==> config.mk <==
export PLATFORM = sky130hd
export DESIGN_NAME = pipeline_control_unit
export DESIGN_NICKNAME = d
export VERILOG_FILES = /design/src/rtl/riscv_pipe_pkg.sv /design/src/rtl/pipeline_control_unit_hazard_unit.sv /design/src/rtl/pipeline_control_unit.sv
export SDC_FILE = /design/constraint.sdc
export NUM_CORES = 1
export LEC_CHECK = 0
export CAP_MARGIN = 20
export CELL_PAD_IN_SITES_DETAIL_PLACEMENT = 2
export CELL_PAD_IN_SITES_GLOBAL_PLACEMENT = 2
export CORE_UTILIZATION = 32
export CTS_BUF_LIST = sky130_fd_sc_hd__clkbuf_16
export DETAILED_ROUTE_END_ITERATION = 12
export PLACE_DENSITY_LB_ADDON = 0.1
export SETUP_SLACK_MARGIN = 0.2
export SLEW_MARGIN = 20
export SYNTH_ARGS = -nofsm -noshare
export SYNTH_HDL_FRONTEND = slang
export SYNTH_HIERARCHICAL = 1
export SYNTH_SLANG_ARGS = --single-unit
==> constraint.sdc <==
create_clock -name clk -period 3.3 [get_ports clk]
set_input_delay 0.66 -clock clk [delete_from_list [all_inputs] [get_ports clk]]
set_output_delay 0.66 -clock clk [all_outputs]
set_load 0.02 [all_outputs]
==> src/rtl/riscv_pipe_pkg.sv <==
// riscv_pipe_pkg
//   Shared types and constants for the pipelined control path of the
//   5-stage RISC-V core: opcode encoding, the control bundle carried down
//   the pipeline, the bubble value and the forwarding select encodings.
//   decode_instr() turns an ID-stage opcode into its control bundle and
//   reports which source registers the instruction actually reads.
package riscv_pipe_pkg;

  typedef enum logic [2:0] {
    OP_RTYPE = 3'b000,
    OP_ITYPE = 3'b001,
    OP_LOAD  = 3'b010,
    OP_STORE = 3'b011,
    OP_BEQ   = 3'b100
  } opcode_e;

  typedef struct packed {
    logic       alu_src;
    logic [1:0] alu_op;
    logic       beq;
    logic       mem_read;
    logic       mem_write;
    logic       mem_to_reg;
    logic       reg_write;
  } ctrl_t;

  localparam ctrl_t CTRL_BUBBLE = '0;

  // ALU operation classes handed to the ALU control in EX
  localparam logic [1:0] ALU_OP_ADD   = 2'b00;
  localparam logic [1:0] ALU_OP_SUB   = 2'b01;
  localparam logic [1:0] ALU_OP_RTYPE = 2'b10;
  localparam logic [1:0] ALU_OP_ITYPE = 2'b11;

  // ALU operand source selects
  localparam logic [1:0] FWD_REG   = 2'b00;
  localparam logic [1:0] FWD_EXMEM = 2'b10;
  localparam logic [1:0] FWD_MEMWB = 2'b01;

  typedef struct packed {
    ctrl_t ctrl;
    logic  uses_rs1;
    logic  uses_rs2;
  } decode_t;

  // Invalid slots and unassigned opcodes decode to a bubble that reads no
  // registers, so they can never trigger a load-use stall.
  function automatic decode_t decode_instr(input logic valid, input logic [2:0] opcode);
    decode_t d;
    d.ctrl     = CTRL_BUBBLE;
    d.uses_rs1 = 1'b0;
    d.uses_rs2 = 1'b0;
    if (valid) begin
      case (opcode_e'(opcode))
        OP_RTYPE: begin
          d.ctrl.reg_write = 1'b1;
          d.ctrl.alu_op    = ALU_OP_RTYPE;
          d.uses_rs1       = 1'b1;
          d.uses_rs2       = 1'b1;
        end
        OP_ITYPE: begin
          d.ctrl.alu_src   = 1'b1;
          d.ctrl.reg_write = 1'b1;
          d.ctrl.alu_op    = ALU_OP_ITYPE;
          d.uses_rs1       = 1'b1;
        end
        OP_LOAD: begin
          d.ctrl.alu_src    = 1'b1;
          d.ctrl.mem_read   = 1'b1;
          d.ctrl.mem_to_reg = 1'b1;
          d.ctrl.reg_write  = 1'b1;
          d.ctrl.alu_op     = ALU_OP_ADD;
          d.uses_rs1        = 1'b1;
        end
        OP_STORE: begin
          d.ctrl.alu_src   = 1'b1;
          d.ctrl.mem_write = 1'b1;
          d.ctrl.alu_op    = ALU_OP_ADD;
          d.uses_rs1       = 1'b1;
          d.uses_rs2       = 1'b1;
        end
        OP_BEQ: begin
          d.ctrl.beq    = 1'b1;
          d.ctrl.alu_op = ALU_OP_SUB;
          d.uses_rs1    = 1'b1;
          d.uses_rs2    = 1'b1;
        end
        default: begin
          d.ctrl     = CTRL_BUBBLE;
          d.uses_rs1 = 1'b0;
          d.uses_rs2 = 1'b0;
        end
      endcase
    end
    return d;
  endfunction

endpackage

==> src/rtl/pipeline_control_unit_hazard_unit.sv <==
// hazard_unit
//   Purely combinational hazard logic for the 5-stage pipeline.
//   Inputs : ID-stage source fields and their use flags, the ID/EX load
//            flag, destination and sources, the branch flag with the ALU
//            zero flag, and the EX/MEM and MEM/WB write-back info.
//   Outputs: pc_stall / ifid_flush to the fetch side, idex_bubble to squash
//            the ID/EX input, and fwd_a / fwd_b ALU operand selects.
module hazard_unit
  import riscv_pipe_pkg::*;
#(
  parameter int RegAddrBits = 5
) (
  input  logic [RegAddrBits-1:0] id_rs1,
  input  logic [RegAddrBits-1:0] id_rs2,
  input  logic                   id_uses_rs1,
  input  logic                   id_uses_rs2,
  input  logic                   ex_mem_read,
  input  logic                   ex_beq,
  input  logic                   ex_zero,
  input  logic [RegAddrBits-1:0] ex_rs1,
  input  logic [RegAddrBits-1:0] ex_rs2,
  input  logic [RegAddrBits-1:0] ex_rd,
  input  logic                   exmem_reg_write,
  input  logic [RegAddrBits-1:0] exmem_rd,
  input  logic                   memwb_reg_write,
  input  logic [RegAddrBits-1:0] memwb_rd,
  output logic                   pc_stall,
  output logic                   ifid_flush,
  output logic                   idex_bubble,
  output logic [1:0]             fwd_a,
  output logic [1:0]             fwd_b
);

  logic branch_taken;
  logic load_use;

  // The younger EX/MEM result wins over MEM/WB; x0 is never forwarded.
  function automatic logic [1:0] fwd_select(
    input logic [RegAddrBits-1:0] src,
    input logic                   m_write,
    input logic [RegAddrBits-1:0] m_rd,
    input logic                   w_write,
    input logic [RegAddrBits-1:0] w_rd
  );
    if (m_write && (m_rd != '0) && (m_rd == src)) begin
      return FWD_EXMEM;
    end else if (w_write && (w_rd != '0) && (w_rd == src)) begin
      return FWD_MEMWB;
    end
    return FWD_REG;
  endfunction

  // A taken branch squashes the ID instruction anyway, so it masks any
  // load-use stall raised in the same cycle; both cases bubble ID/EX.
  always_comb begin
    branch_taken = ex_beq & ex_zero;
    load_use     = ex_mem_read && (ex_rd != '0) &&
                   ((id_uses_rs1 && (id_rs1 == ex_rd)) ||
                    (id_uses_rs2 && (id_rs2 == ex_rd)));
    ifid_flush   = branch_taken;
    pc_stall     = load_use & ~branch_taken;
    idex_bubble  = load_use | branch_taken;
  end

  // Operand selects for the instruction currently in EX.
  always_comb begin
    fwd_a = fwd_select(ex_rs1, exmem_reg_write, exmem_rd, memwb_reg_write, memwb_rd);
    fwd_b = fwd_select(ex_rs2, exmem_reg_write, exmem_rd, memwb_reg_write, memwb_rd);
  end

endmodule

==> src/rtl/pipeline_control_unit.sv <==
// pipeline_control_unit
//   Decodes the ID-stage opcode, carries the control bundle through the
//   ID/EX, EX/MEM and MEM/WB registers, and uses hazard_unit for load-use
//   stalls, taken-branch flushes and EX-stage forwarding.
//   Inputs : clk, rst (async, active high), id_valid, id_opcode, id_rs1,
//            id_rs2, id_rd, ex_zero.
//   Outputs: pc_stall, ifid_flush, ex_* (EX controls), mem_* (MEM controls),
//            wb_* and wb_rd (write-back), fwd_a/fwd_b, and the saturating
//            stall_count / flush_count performance counters.
module pipeline_control_unit
  import riscv_pipe_pkg::*;
#(
  parameter  int N           = 32,
  parameter  int CountBits   = 16,
  localparam int RegAddrBits = $clog2(N)
) (
  input  logic                   clk,
  input  logic                   rst,
  input  logic                   id_valid,
  input  logic [2:0]             id_opcode,
  input  logic [RegAddrBits-1:0] id_rs1,
  input  logic [RegAddrBits-1:0] id_rs2,
  input  logic [RegAddrBits-1:0] id_rd,
  input  logic                   ex_zero,
  output logic                   pc_stall,
  output logic                   ifid_flush,
  output logic                   ex_alu_src,
  output logic [1:0]             ex_alu_op,
  output logic                   ex_beq,
  output logic                   mem_read,
  output logic                   mem_write,
  output logic                   wb_reg_write,
  output logic                   wb_mem_to_reg,
  output logic [RegAddrBits-1:0] wb_rd,
  output logic [1:0]             fwd_a,
  output logic [1:0]             fwd_b,
  output logic [CountBits-1:0]   stall_count,
  output logic [CountBits-1:0]   flush_count
);

  decode_t                id_dec;
  logic                   idex_bubble;

  ctrl_t                  idex_ctrl;
  logic [RegAddrBits-1:0] idex_rs1;
  logic [RegAddrBits-1:0] idex_rs2;
  logic [RegAddrBits-1:0] idex_rd;

  logic                   exmem_mem_read;
  logic                   exmem_mem_write;
  logic                   exmem_mem_to_reg;
  logic                   exmem_reg_write;
  logic [RegAddrBits-1:0] exmem_rd;

  logic                   memwb_reg_write;
  logic                   memwb_mem_to_reg;
  logic [RegAddrBits-1:0] memwb_rd;

  localparam logic [CountBits-1:0] CountMax = '1;

  // ID-stage decode of the instruction sitting in IF/ID.
  always_comb begin
    id_dec = decode_instr(id_valid, id_opcode);
  end

  hazard_unit #(
    .RegAddrBits(RegAddrBits)
  ) u_hazard (
    .id_rs1         (id_rs1),
    .id_rs2         (id_rs2),
    .id_uses_rs1    (id_dec.uses_rs1),
    .id_uses_rs2    (id_dec.uses_rs2),
    .ex_mem_read    (idex_ctrl.mem_read),
    .ex_beq         (idex_ctrl.beq),
    .ex_zero        (ex_zero),
    .ex_rs1         (idex_rs1),
    .ex_rs2         (idex_rs2),
    .ex_rd          (idex_rd),
    .exmem_reg_write(exmem_reg_write),
    .exmem_rd       (exmem_rd),
    .memwb_reg_write(memwb_reg_write),
    .memwb_rd       (memwb_rd),
    .pc_stall       (pc_stall),
    .ifid_flush     (ifid_flush),
    .idex_bubble    (idex_bubble),
    .fwd_a          (fwd_a),
    .fwd_b          (fwd_b)
  );

  // ID/EX register. A squashed slot becomes a full NOP, register fields
  // included, so a bubble looks exactly like the post-reset state.
  always_ff @(posedge clk or posedge rst) begin
    if (rst) begin
      idex_ctrl <= CTRL_BUBBLE;
      idex_rs1  <= '0;
      idex_rs2  <= '0;
      idex_rd   <= '0;
    end else if (idex_bubble) begin
      idex_ctrl <= CTRL_BUBBLE;
      idex_rs1  <= '0;
      idex_rs2  <= '0;
      idex_rd   <= '0;
    end else begin
      idex_ctrl <= id_dec.ctrl;
      idex_rs1  <= id_rs1;
      idex_rs2  <= id_rs2;
      idex_rd   <= id_rd;
    end
  end

  // EX/MEM and MEM/WB registers keep only the bits still needed downstream.
  always_ff @(posedge clk or posedge rst) begin
    if (rst) begin
      exmem_mem_read   <= 1'b0;
      exmem_mem_write  <= 1'b0;
      exmem_mem_to_reg <= 1'b0;
      exmem_reg_write  <= 1'b0;
      exmem_rd         <= '0;
      memwb_reg_write  <= 1'b0;
      memwb_mem_to_reg <= 1'b0;
      memwb_rd         <= '0;
    end else begin
      exmem_mem_read   <= idex_ctrl.mem_read;
      exmem_mem_write  <= idex_ctrl.mem_write;
      exmem_mem_to_reg <= idex_ctrl.mem_to_reg;
      exmem_reg_write  <= idex_ctrl.reg_write;
      exmem_rd         <= idex_rd;
      memwb_reg_write  <= exmem_reg_write;
      memwb_mem_to_reg <= exmem_mem_to_reg;
      memwb_rd         <= exmem_rd;
    end
  end

  // Saturating event counters; a stall masked by a flush is not counted
  // because pc_stall is already low in that case.
  always_ff @(posedge clk or posedge rst) begin
    if (rst) begin
      stall_count <= '0;
      flush_count <= '0;
    end else begin
      if (pc_stall && (stall_count != CountMax)) begin
        stall_count <= stall_count + CountBits'(1);
      end
      if (ifid_flush && (flush_count != CountMax)) begin
        flush_count <= flush_count + CountBits'(1);
      end
    end
  end

  assign ex_alu_src    = idex_ctrl.alu_src;
  assign ex_alu_op     = idex_ctrl.alu_op;
  assign ex_beq        = idex_ctrl.beq;
  assign mem_read      = exmem_mem_read;
  assign mem_write     = exmem_mem_write;
  assign wb_reg_write  = memwb_reg_write;
  assign wb_mem_to_reg = memwb_mem_to_reg;
  assign wb_rd         = memwb_rd;

endmodule

==> results of run 1 <==
[timing repair]
action | 4_1_cts | 5_1_grt
setup endpoints to repair | 7 | 5
resized for setup | 10 | 10
pin swaps | 2 | 5
setup buffers | 1 | 1
hold endpoints to repair | 0 | 0
[final cells by class]
| class | instances | area share (%) |
|---|---|---|
| clock buffers | 9 | 5.07 |
| well taps | 129 | 3.63 |
| clock inverters | 7 | 1.32 |
| repair buffers | 89 | 19.4 |
| flip-flops and latches | 69 | 38.9 |
| multi-input cells | 191 | 31.4 |
| inverters | 3 | 0.254 |
[per-layer routing]
metal / wire (um) / vias up
li1: - / 1139
met1: 3770 / 1229
met2: 4350 / 48
met3: 253 / 16
met4: 192 / 0
met5: 0 / -
[path summary, 6_finish.rpt]
path                                               end  cells after the start  slack [ns]                    from
max                        stall_count[14]$_DFFE_PP0P_                     12        0.37               id_rs1[4]
max reg2reg                stall_count[14]$_DFFE_PP0P_                     11        0.61    idex_rd[3]$_DFF_PP0_
max in group asynchronous        exmem_rd[1]$_DFF_PP0_                      3        1.99                     rst
min reg2reg                        mem_write$_DFF_PP0_                      0        0.35  idex_ctrl[2]$_DFF_PP0_
min                                mem_write$_DFF_PP0_                      0        0.35  idex_ctrl[2]$_DFF_PP0_
min in group asynchronous  flush_count[12]$_DFFE_PP0P_                      2        0.65                     rst
[power groups by stage]
| stage | logic, W | registers [W] | clock network [W] |
|---|---|---|---|
| after floorplan | 0.0000841 | 0.000968 | 0 |
| after global placement | 0.000217 | 0.000949 | 0 |
| after detailed placement | 0.000227 | 0.000952 | 0 |
| after CTS | 0.000233 | 0.000939 | 0.000947 |
| after global routing | 0.000250 | 0.000945 | 0.000980 |
| final | 0.000230 | 0.000938 | 0.000929 |
[metrics by stage]
step	hold slack (ns)	setup WS, ns	TNS, ns	area (sq um)
2_1_floorplan	0.331	0.303	0	3120
3_3_place_gp	0.333	-0.252	-0.526	4110
3_5_place_dp	0.341	-0.352	-1.29	4110
4_1_cts	0.354	0.221	0	4400
5_1_grt	0.362	0.223	0	4440
6_report	0.350	0.368	0	4440
[worst register-to-register path, delay by kind of cell (launching register included)]
kind                   cells  cell delay (ns)
AND/OR/NAND/NOR            4             1.21
AO/OA/AOI/OAI              1             0.12
XOR/XNOR                   2             0.37
flip-flops                 1             0.44
buffers and inverters      4             0.47
[logic make-up after synthesis]
logic type,Yosys count,share of synthesized area [%]
flops,69,55.4
mux,5,1.77
simple gates,105,21.2
xor+xnor,50,14.1
buf+inv,6,0.964
compound gates,29,5.82
fa+ha+maj,2,0.803
[cells in the final DEF (no fill, tap or decap), types with 9 or more instances in the layout]
cell	Yosys	final
xnor2_1	13	13
a21oi_1	11	11
nor2b_1	16	16
clkbuf_16	0	9
buf_4	2	16
xor2_1	37	36
nand4_1	10	10
nand2_1	11	11
nand3_1	13	13
dfrtp_1	69	69
clkdlybuf4s50_1	0	65
nor2_1	11	11
==> metrics.md, run 1 <==
| Metric | Value |
|---|---|
| RSZ-0062 raised after global routing | `no` |
| Sw Share | `24.8%` |
| Residual antenna-violating net count after detailed routing | `0` |
| Final cell count without fillers | `497` |
| CP startpoint kind | `primary input` |
| GRT met3 Usage | `2.91%` |
| DRC errors left | `0` |
| Critical path endpoint category | `register` |
| Worst EP required | `3.54 ns` |
| Post-route clock period utilization | `88.8%` |
| Clock power frac | `44.3%` |
| Fmax | `341 MHz` |
| Leakage | `2.02 nW` |
| Fraction of power consumed by sequential logic | `44.7%` |
| CP delay by family, top | `simple AND/OR/NAND/NOR gates` |
| Placer Congestion | `0.767` |
| Slowest CP cell | `clkdlybuf4s50_1` |
| Vias in the first global route | `2745` |
| Setup Crit Path Kind | `primary input to register` |
| Flops & latches, synth | `69` |
| Final setup violation count | `0` |
| Crit path max fanout | `5` |
| Mean Syn Cell Area | `11.7 sq um` |
| Post-synth EDFFs | `0` |
| DIE AREA | `10100 sq um` |
| Io pins | `73` |
| Initial Utilization | `33.4%` |
| Grt total ovfl | `0` |
| Largest area contributor in the netlist | `dfrtp_1` |
| Combinational Power Share | `11.0%` |
| Pwr Total | `0.00210 W` |
| Syn-to-layout area delta | `42.6%` |
| Largest regs | `flush_count (16), stall_count (16)` |
| Status | `finished, final reports clean` |
| Initial antenna violation count | `0` |
| Reg area | `1730 sq um` |
| Filler instances | `969` |
| Synth Instances | `266` |
| Fraction of layout cells with a size suffix above 1 | `13.6%` |
| Detailed Place HPWL | `6.13 mm` |
| CTS tree | `built` |
| CTS buffer count | `9` |
| Worst min path class | `register to register` |
| Crit-path most repeated cell | `buf_4` |
| CTS root buffer | `clkbuf_16` |
| Synth top area share | `55.4%` |
| Power per Cell Area | `472 nW/um^2` |
| Peak supply drop | `0.000244 V` |
| Placed insts | `479` |
| Clock latency on the worst-skew pair | `0.32 ns` |
| GR Layer Usage met1 | `22.9%` |
| Final Net Count | `387` |
| CTS Buffer Depth | `2` |
| Area contributors post-synth | `dfrtp_1, xor2_1, xnor2_1` |
| Most frequent cells after synthesis | `dfrtp_1, xor2_1, nor2b_1` |
| Drt pass-1 iters | `4` |
| Met2 Use GR | `32.5%` |
| Endpoints failing hold | `0` |
| Ant. Diodes | `0` |
| # rows | `35` |
| # Max-Cap Violations | `0` |
| Final Slew Violations | `0` |
| Netlist Area Pre-Place | `3120 sq um` |
| Core ar. | `9330 sq um` |
| Area of the multi-input gates | `1400 sq um` |
| Die Ht | `101 um` |
| Actual slew at the worst max-slew pin | `0.474 ns` |
| Die W | `101 um` |
| Port bufs | `72` |
| Async set-reset flop share out of synthesis | `100%` |
| Utilization after layout | `47.6%` |
| Register area share after synthesis | `55.4%` |
| Avg WL per Cell | `17.2 um` |
| CTS HTree Levels | `3` |
| Net Sw Power | `0.000520 W` |
| WP buf/inv | `5` |
| Clock skew | `0.00580 ns` |
| DR vias/cell | `4.89` |
| Gr usage total | `18.5%` |
| Most numerous cell in the Yosys netlist | `dfrtp_1` |
| Worst-path clk slew | `0.06 ns` |
| Largest stage delay on the critical path | `0.43 ns` |
| Post-synth top flop | `dfrtp_1` |
| CP cell instances | `clkdlybuf4s50_1, xor2_1, nor4_2, buf_4, a32oi_2, nor3_2, buf_4, buf_4, inv_2, or3_4, and4bb_2, xor2_2` |
| Minimum clock period after layout | `2.93 ns` |
| Internal | `0.00158 W` |
| Relative slew margins | `68.1%` |
| Distinct cells, synth | `50` |
| Via count | `2432` |
| First-pass GRT wire length | `14.2 mm` |
| Mapped Nets | `290` |
| Busiest layer in global routing | `met2` |
| Hold-fix buffers, CTS | `0` |
| Clock sinks | `69` |
| WP data arrival | `3.17 ns` |
| Initial DRC Count | `22` |
| Syn. warnings | `6` |
| WL final | `8.57 mm` |
| Largest net degree at the start of global routing | `32` |
Power figures use the tool's default switching activity.
==> run 2, diff against run 1 <==
Settings changed: CORE_MARGIN set to 10.
==> metrics.md, run 2 (synthesis gave the netlist of run 1 again) <==
| Metric | Value |
|---|---|
| Reg area | `1730 sq um (unchanged)` |
| CTS root buffer | `clkbuf_16 (unchanged)` |
| Most frequent cells in the layout | `dfrtp_1, clkdlybuf4s50_1, xor2_1, nor2b_1, buf_4 (unchanged)` |
| Met1 wire length | `3.86 mm (was 3.77 mm)` |
| Area of the multi-input gates | `1410 sq um (was 1400 sq um)` |
| Clock skew | `0.00808 ns (was 0.00580 ns)` |
| Utilization after layout | `47.7% (was 47.6%)` |
| Actual slew at the worst max-slew pin | `0.463 ns (was 0.474 ns)` |
| Gr usage total | `13.2% (was 18.5%)` |
| RSZ-0062 raised after global routing | `no (unchanged)` |
| Final Net Count | `387 (unchanged)` |
| Avg WL per Cell | `18.5 um (was 17.2 um)` |
| Initial antenna violation count | `0 (unchanged)` |
| Power per Cell Area | `475 nW/um^2 (was 472 nW/um^2)` |
| Relative slew margins | `68.8% (was 68.1%)` |
| Syn-to-layout area delta | `43.4% (was 42.6%)` |
| Vias in the first global route | `2814 (was 2745)` |
| # Max-Cap Violations | `0 (unchanged)` |
| Clock latency on the worst-skew pair | `0.33 ns (was 0.32 ns)` |
| Largest stage delay on the critical path | `0.44 ns (was 0.43 ns)` |
| Worst min path class | `register to register (unchanged)` |
| Status | `finished, final reports clean (unchanged)` |
| Die W | `119 um (was 101 um)` |
| WP data arrival | `2.32 ns (was 3.17 ns)` |
| Die Ht | `119 um (was 101 um)` |
| Largest regs | `flush_count (16), stall_count (16) (unchanged)` |
| RR Startpoint | `idex_rd[1]$_DFF_PP0_ (was idex_rd[3]$_DFF_PP0_)` |
| Final setup margin | `0.325 ns (was 0.368 ns)` |
| Minimum clock period after layout | `2.98 ns (was 2.93 ns)` |
| Crit path launch | `id_rs1[2] (was id_rs1[4])` |
| CP cell instances | `clkdlybuf4s50_1, xor2_1, nor4_1, buf_4, a32oi_2, nor3_2, buf_4, buf_6 (was clkdlybuf4s50_1, xor2_1, nor4_2, buf_4, a32oi_2, nor3_2, buf_4, buf_4, inv_2, or3_4, and4bb_2, xor2_2)` |
| Fmax | `336 MHz (was 341 MHz)` |
| Initial Utilization | `33.2% (was 33.4%)` |
| R2R Setup Slk | `0.63 ns (was 0.61 ns)` |
| Largest net degree at the start of global routing | `37 (was 32)` |
| DR WL met3 | `473 um (was 253 um)` |
| Io pins | `73 (unchanged)` |
| Peak supply drop | `0.000206 V (was 0.000244 V)` |
| DR vias/cell | `4.89 (about the same)` |
| Clock sinks | `69 (unchanged)` |
| Crit-path most repeated cell | `buf_4 (unchanged)` |
| CTS tree | `built (unchanged)` |
| CTS HTree Levels | `3 (unchanged)` |
| Port bufs | `72 (unchanged)` |
| WL final | `9.22 mm (was 8.57 mm)` |
| Commonest non-fill, non-tap cell in the layout | `dfrtp_1 (unchanged)` |
| Setup Crit Path Kind | `primary input to output port (was primary input to register)` |
| Setup TNS | `0 ns (unchanged)` |
| CTS buffer count | `9 (unchanged)` |
| Met2 wire len | `4.78 mm (was 4.35 mm)` |
| Leakage | `2.02 nW (about the same)` |
| Post-route clock period utilization | `90.2% (was 88.8%)` |
| Final Slew Violations | `0 (unchanged)` |
| CP startpoint kind | `primary input (unchanged)` |
| Hold_sp | `idex_ctrl[2]$_DFF_PP0_ (unchanged)` |
| Residual antenna-violating net count after detailed routing | `0 (unchanged)` |
| Worst EP required | `2.64 ns (was 3.54 ns)` |
| Detailed Place HPWL | `6.74 mm (was 6.13 mm)` |
| DIE AREA | `14100 sq um (was 10100 sq um)` |
| Worst-path clk slew | `0.06 ns (about the same)` |
| Hold-fix buffers, CTS | `0 (unchanged)` |
| Placer Congestion | `0.750 (was 0.767)` |
| Initial DRC Count | `49 (was 22)` |
| Drt pass-1 iters | `4 (unchanged)` |
| Core ar. | `9370 sq um (was 9330 sq um)` |
| Filler instances | `991 (was 969)` |
| Slowest CP cell | `clkdlybuf4s50_1 (unchanged)` |
| DRC errors left | `0 (unchanged)` |
| Via count | `2433 (was 2432)` |
| Final setup violation count | `0 (unchanged)` |
| Endpoints failing hold | `0 (unchanged)` |
| Crit path max fanout | `2 (was 5)` |
| Uppermost layer routed | `met4 (unchanged)` |
| # rows | `35 (unchanged)` |
| Critical path endpoint category | `output port (was register)` |
| First-pass GRT wire length | `15.0 mm (was 14.2 mm)` |
| CTS Buffer Depth | `2 (unchanged)` |
| Dpl ws | `-0.422 ns (was -0.352 ns)` |
| Fraction of layout cells with a size suffix above 1 | `14.7% (was 13.6%)` |
| Grt total ovfl | `0 (unchanged)` |
run 2: through the flow:
step                      total power [W]  area [sq um]  instances  hold WS, ns
final                             0.00212          4470        498        0.354
after global routing              0.00222          4470        497        0.357
after CTS                         0.00215          4410        496        0.357
after detailed placement          0.00118          4100        479        0.343
after global placement            0.00117          4100        479        0.335
after floorplan                   0.00105          3120        266        0.331
run 2: timing repair:
action	4_1_cts	5_1_grt
pin swaps	1	3
gates resized for setup	14	12
buffers inserted	1	1
setup endpoints to repair	18	8
cloned	0	0
run 2: final timing paths:
check,end,cells after the start
min in group asynchronous,flush_count[3]$_DFFE_PP0P_,3
worst max-delay path,pc_stall,8
worst min-delay path,mem_write$_DFF_PP0_,0
max in group asynchronous,wb_rd[4]$_DFF_PP0_,3
worst min register to register,mem_write$_DFF_PP0_,0
worst max register to register,stall_count[10]$_DFFE_PP0P_,12
run 2: where the power goes:
group / total, W / leakage [nW] / switching (W) / internal (W)
combinational: 0.000228 / 0.979 / 0.000114 / 0.000115
sequential: 0.000937 / 0.894 / 0.0000509 / 0.000886
clock: 0.000957 / 0.146 / 0.000370 / 0.000587
run 2: cell type report:
class / count / share of cell area, %
clock buffer: 9 / 5.04
timing repair buffer: 89 / 19.2
multi-input combinational: 191 / 31.5
tap: 129 / 3.61
sequential: 69 / 38.6
clock inverter: 7 / 1.65
inverter: 3 / 0.252
antenna: 1 / 0.0560
run 2: per-layer routing:
metal | GRT usage [%] | vias up
met1 | 15.0 | 1238
met4 | 4.35 | 0
li1 | - | 1141
met5 | 0 | -
met2 | 22.7 | 45
met3 | 4.28 | 9
run 2: worst max-delay path: cells and delay by family:
family / cells / cell delay, ns
and+or+nand+nor: 2 / 0.48
AOI/OAI and AO/OA: 1 / 0.13
buffers and inverters: 4 / 0.90
xor gates and xnor gates: 1 / 0.16
